## src/rtl/ram_arb_ctrl.sv

```systemverilog
// Two-port round-robin arbiter in front of a single-port synchronous RAM.
// It also provides a whole-RAM fill engine started by init_start.
module ram_arb_ctrl #(
    parameter int AW = 10,
    parameter int DW = 8
) (
    input  logic          clk,
    input  logic          rst_n,
    input  logic          req_a,
    input  logic          req_b,
    input  logic          we_a,
    input  logic          we_b,
    input  logic [AW-1:0] addr_a,
    input  logic [AW-1:0] addr_b,
    input  logic [DW-1:0] wdata_a,
    input  logic [DW-1:0] wdata_b,
    output logic          gnt_a,
    output logic          gnt_b,
    output logic          done_a,
    output logic          done_b,
    output logic [DW-1:0] rdata,
    input  logic          init_start,
    input  logic [DW-1:0] init_value,
    output logic          busy,
    output logic [AW-1:0] ram_address,
    output logic [DW-1:0] ram_data_in,
    output logic          ram_write,
    output logic          ram_select,
    input  logic [DW-1:0] ram_data_out
);

    // state | meaning
    // IDLE  | waiting; arbitrates requests, init_start has priority
    // ISSUE | RAM command for the granted access is on the bus
    // RESP  | done pulse; read data passes through from the RAM
    // INIT  | writing the fill value to every address in turn
    typedef enum logic [1:0] {IDLE, ISSUE, RESP, INIT} state_t;

    localparam logic [AW-1:0] LAST_ADDR = '1;

    state_t        state;
    logic          last_b;
    logic          acc_we;
    logic          pick_a;
    logic          pick_b;
    logic          idle_ok;
    logic [DW-1:0] rdata_q;

    always_comb begin
        idle_ok = rst_n && (state == IDLE) && !init_start;
        pick_a  = req_a && (!req_b || last_b);
        pick_b  = req_b && (!req_a || !last_b);
        gnt_a   = idle_ok && pick_a;
        gnt_b   = idle_ok && pick_b;
        done_a  = (state == RESP) && !last_b;
        done_b  = (state == RESP) && last_b;
        busy    = (state != IDLE);
        // Read data must be visible during the done cycle itself, then held.
        rdata   = ((state == RESP) && !acc_we) ? ram_data_out : rdata_q;
    end

    // The fill counter is ram_address itself; ram_data_in holds the fill value.
    always_ff @(posedge clk or negedge rst_n) begin
        if (!rst_n) begin
            state       <= IDLE;
            last_b      <= 1'b1;
            acc_we      <= 1'b0;
            rdata_q     <= '0;
            ram_select  <= 1'b0;
            ram_write   <= 1'b0;
            ram_address <= '0;
            ram_data_in <= '0;
        end else begin
            case (state)
                IDLE: begin
                    if (init_start) begin
                        state       <= INIT;
                        ram_select  <= 1'b1;
                        ram_write   <= 1'b1;
                        ram_address <= '0;
                        ram_data_in <= init_value;
                    end else if (req_a || req_b) begin
                        state       <= ISSUE;
                        last_b      <= !pick_a;
                        acc_we      <= pick_a ? we_a : we_b;
                        ram_select  <= 1'b1;
                        ram_write   <= pick_a ? we_a : we_b;
                        ram_address <= pick_a ? addr_a : addr_b;
                        ram_data_in <= pick_a ? wdata_a : wdata_b;
                    end
                end
                ISSUE: begin
                    state      <= RESP;
                    ram_select <= 1'b0;
                    ram_write  <= 1'b0;
                end
                RESP: begin
                    if (!acc_we) begin
                        rdata_q <= ram_data_out;
                    end
                    state <= IDLE;
                end
                INIT: begin
                    if (ram_address == LAST_ADDR) begin
                        state      <= IDLE;
                        ram_select <= 1'b0;
                        ram_write  <= 1'b0;
                    end else begin
                        ram_address <= ram_address + AW'(1);
                    end
                end
            endcase
        end
    end

endmodule

```

## config.mk

```make
export PLATFORM = sky130hd
export DESIGN_NAME = ram_arb_ctrl
export DESIGN_NICKNAME = d
export VERILOG_FILES = /design/src/rtl/ram_arb_ctrl.sv
export SDC_FILE = /design/constraint.sdc
export NUM_CORES = 1
export LEC_CHECK = 0
export BUFFER_PORTS_ARGS = -buffer_cell sky130_fd_sc_hd__buf_2
export CAP_MARGIN = 25
export CORE_MARGIN = 10
export CORE_UTILIZATION = 49
export DETAILED_ROUTE_END_ITERATION = 10
export PLACE_DENSITY = 0.9
export REMOVE_ABC_BUFFERS = 1
export SYNTH_ARGS = -nofsm -noshare
export SYNTH_HDL_FRONTEND = slang
export SYNTH_SLANG_ARGS = --single-unit
```

## constraint.sdc

```tcl
create_clock -name clk -period 2.9 [get_ports clk]
set_input_delay 0.145 -clock clk [delete_from_list [all_inputs] [get_ports clk]]
set_output_delay 0.145 -clock clk [all_outputs]
set_load 0.1 [all_outputs]
```

==> key figures <==
Run status
  – Run status: completed

Synth
  – Avg Cell Area, Syn: 10.45 um2
  – Combinational family with the most area after synthesis: multiplexers
  – XOR/XNOR share of the synthesized area: 0%
  – #FFs+latches synth: 32
  – Synth area leader: dfrtp_1
  – Seq/Total Area, Yosys: 43.34%
  – Post-synthesis mux area share: 21.64%
  – Cell variety after synth: 43
  – YS warnings: 0
  – Synth Area in Compound Gates: 15.89%
  – Cells after Synth: 177
  – Synth top area share: 41.92%
  – Synth area leaders: dfrtp_1 (42%), mux2i_1 (10%), mux2_2 (9.7%)
  – Simple-gate portion of the synthesized area: 14.67%
  – Synthesized area: 1851 um2
  – Synth Area in Adders: 0.6761%

Worst setup path
  – CP startpoint kind: flop
  – Crit Path Class: flop to primary output
  – CP endpoint kind: primary output
  – CP required: 2760 ps
  – R2r startpoint: ram_address[0]
  – Critical Path AT: 2020 ps
  – Reg-to-reg slack, setup: 960 ps
  – Largest fanout on the critical path: 13
  – CP Launch Point: last_b

Finish
  – Ant diodes: 0
  – Syn-to-layout area delta: 31.64%
  – Fin nets: 331
  – Final core utilization: 66.54%
  – FILL cells: 295
  – Share of cells above drive strength 1: 48.16%

Die
  – Die width: 81.46 um
  – Core Rows: 22
  – I/O Pins: 92
  – Die area: 6635 um2
  – Core Box Area: 3661 um2
  – Die Y: 81.46 um
  – Starting Density: 50.55%

Clock tree
  – Clk_lat worst skew: 280 ps
  – # hold bufs at CTS: 1
  – Root Buffer: clkbuf_8
  – Worst-path clk slew: 60 ps
  – CTS tree: done
  – Postcts setup bufs: 0
  – Post-cts sizing count: 0
  – Clock buffer depth: 2
  – Num CTS Buffers: 5
  – TritonCTS Sinks: 32
  – Depth of the CTS H-tree: 2

Global route
  – Largest net degree at the start of global routing: 34
  – GRT Total Usage: 15.09%
  – Initial antenna violation count: 0
  – Vias in the first global route: 1727
  – Global route overflow: 0
  – Global-route wire length before repair: 7859 um

Routing
  – Residual DRC: 0
  – WL per Instance: 15.52 um
  – First-pass DRT Iterations: 4
  – DRT Wirelength: 4965 um
  – Detailed Route Iter0 Violations: 98
  – Vias per inst: 5.375
  – Via count: 1720
  – Antenna Nets Post-Route: 0

STA
  – Rel. slew slack: 54.31%
  – Fin crit period: 2164 ps
  – Achievable Freq: 462.0 MHz
  – Hold Violations, Final: 0
  – RSZ-0062 raised after global routing: no
  – Setup Skew: 3.694 ps
  – Setup TNS: 0 ps
  – Max Slew Vio Count: 0
  – Setup violations, final: 0
  – Period Utilization, post-route: 74.64%
  – Least-Margin Pin Slew: 685.3 ps

Worst hold path
  – Hold Startpoint: ram_data_out[5]
  – Min-Delay Path Class: primary input to flop

Place
  – Post-DP HPWL: 3897 um
  – Gpl congestion: 0.8427
  – IO Port Bufs: 91

Run
  – Max cap viols: 0
sequential cells by signal, summed over array words and instances (netlist names):
register and cells:
acc_we 1, last_b 1, ram_address 10, ram_data_in 8, ram_select 1, ram_write 1
rdata_q 8, state 2
Yosys cell counts:
master and number:
mux2i_1 19, buf_6 1, buf_4 2, ha_1 1, o32a_1 2, and3_4 1, o22ai_1 3, o21ai_0 21
or2_4 1, and2_2 1, inv_2 1, dfstp_2 1, o41ai_1 1, a21oi_4 1, dlygate4sd1_1 1, and4_4 1
o22a_1 2, mux2_4 2, and2_1 1, and3_1 2, nand2_1 18, dfrtp_1 31, o32a_2 1, nand3b_1 1
nand3_1 4, nand4_4 1, o21ai_1 2, nor2_8 1, a2bb2oi_1 2, clkbuf_1 1, nor2_1 14, a22o_1 1
nor3_2 1, o21ai_2 1, mux2_2 16, a31oi_1 2, o311ai_0 1, and4_1 1, inv_1 3, a21oi_1 6
inv_4 1, nor2_2 1, buf_2 2
routing by layer:
layer | GRT usage [%] | vias up | wire, um
li1 | - | 837 | -
met1 | 15.96 | 790 | 1866
met2 | 26.22 | 85 | 2456
met3 | 6.659 | 8 | 571
met4 | 5.190 | 0 | 70
met5 | 0 | - | 0
final cells by class:
type                            instances  area, um2  share of cell area, %
Multi-Input combinational cell        133      978.4                  40.16
Tap cell                               48      60.06                  2.465
Inverter                                5      21.27                 0.8731
Timing Repair Buffer                   94      493.0                  20.24
Clock inverter                          1      5.005                 0.2054
Sequential cell                        32      802.0                  32.92
Clock buffer                            7      76.32                  3.133
through the flow:
| stage | std cells | setup slack (ps) | cell area, um2 | hold WS, ps |
|---|---|---|---|---|
| finish | 320 | 735.6 | 2436 | 104.5 |
| global route | 320 | 628.8 | 2436 | 104.0 |
| CTS | 320 | 715.2 | 2436 | 99.33 |
| floorplan | 170 | 202.1 | 1802 | -150.6 |
| detailed placement | 311 | 964.0 | 2345 | 191.6 |
| global placement | 311 | 1023 | 2345 | 188.1 |
cells in the final DEF, fill, tap and decap left out, types with 2 or more instances in the layout:
cell type,count
inv_1,3
o22ai_1,3
nand2_1,18
o21ai_0,21
o22a_1,2
nor2_1,14
buf_2,91
mux2i_1,19
o32a_1,2
clkbuf_8,5
clkbuf_1,2
dfrtp_1,31
and3_1,2
a2bb2oi_1,2
nand3_1,4
o21ai_1,2
mux2_2,16
mux2_4,2
a31oi_1,2
a21oi_1,6
worst max-delay path, cell delays in order, from the launching register on:
cell     delay, ps
dfstp_2        390
o21ai_2        540
buf_12         240
nand2_1         60
nor2_1          80
buf_2          430
logic make-up (layout without fill, tap and decap cells):
family          Yosys count  after routing
flops                    32             32
simple gates             49             49
mux                      37             37
buf+inv                  12            107
fa+ha+maj                 1              1
compound gates           46             46
final timing paths:
path,endpoint,cells after the start
max,gnt_b,5
min,rdata_q[5],2
max reg2reg,ram_address[0],6
min reg2reg,rdata_q[2],1
max in group asynchronous,last_b,3
min in group asynchronous,rdata_q[5],3
Power is not shown: default switching activity piles up to over one toggle a cycle in this logic, so the estimate is an artifact.
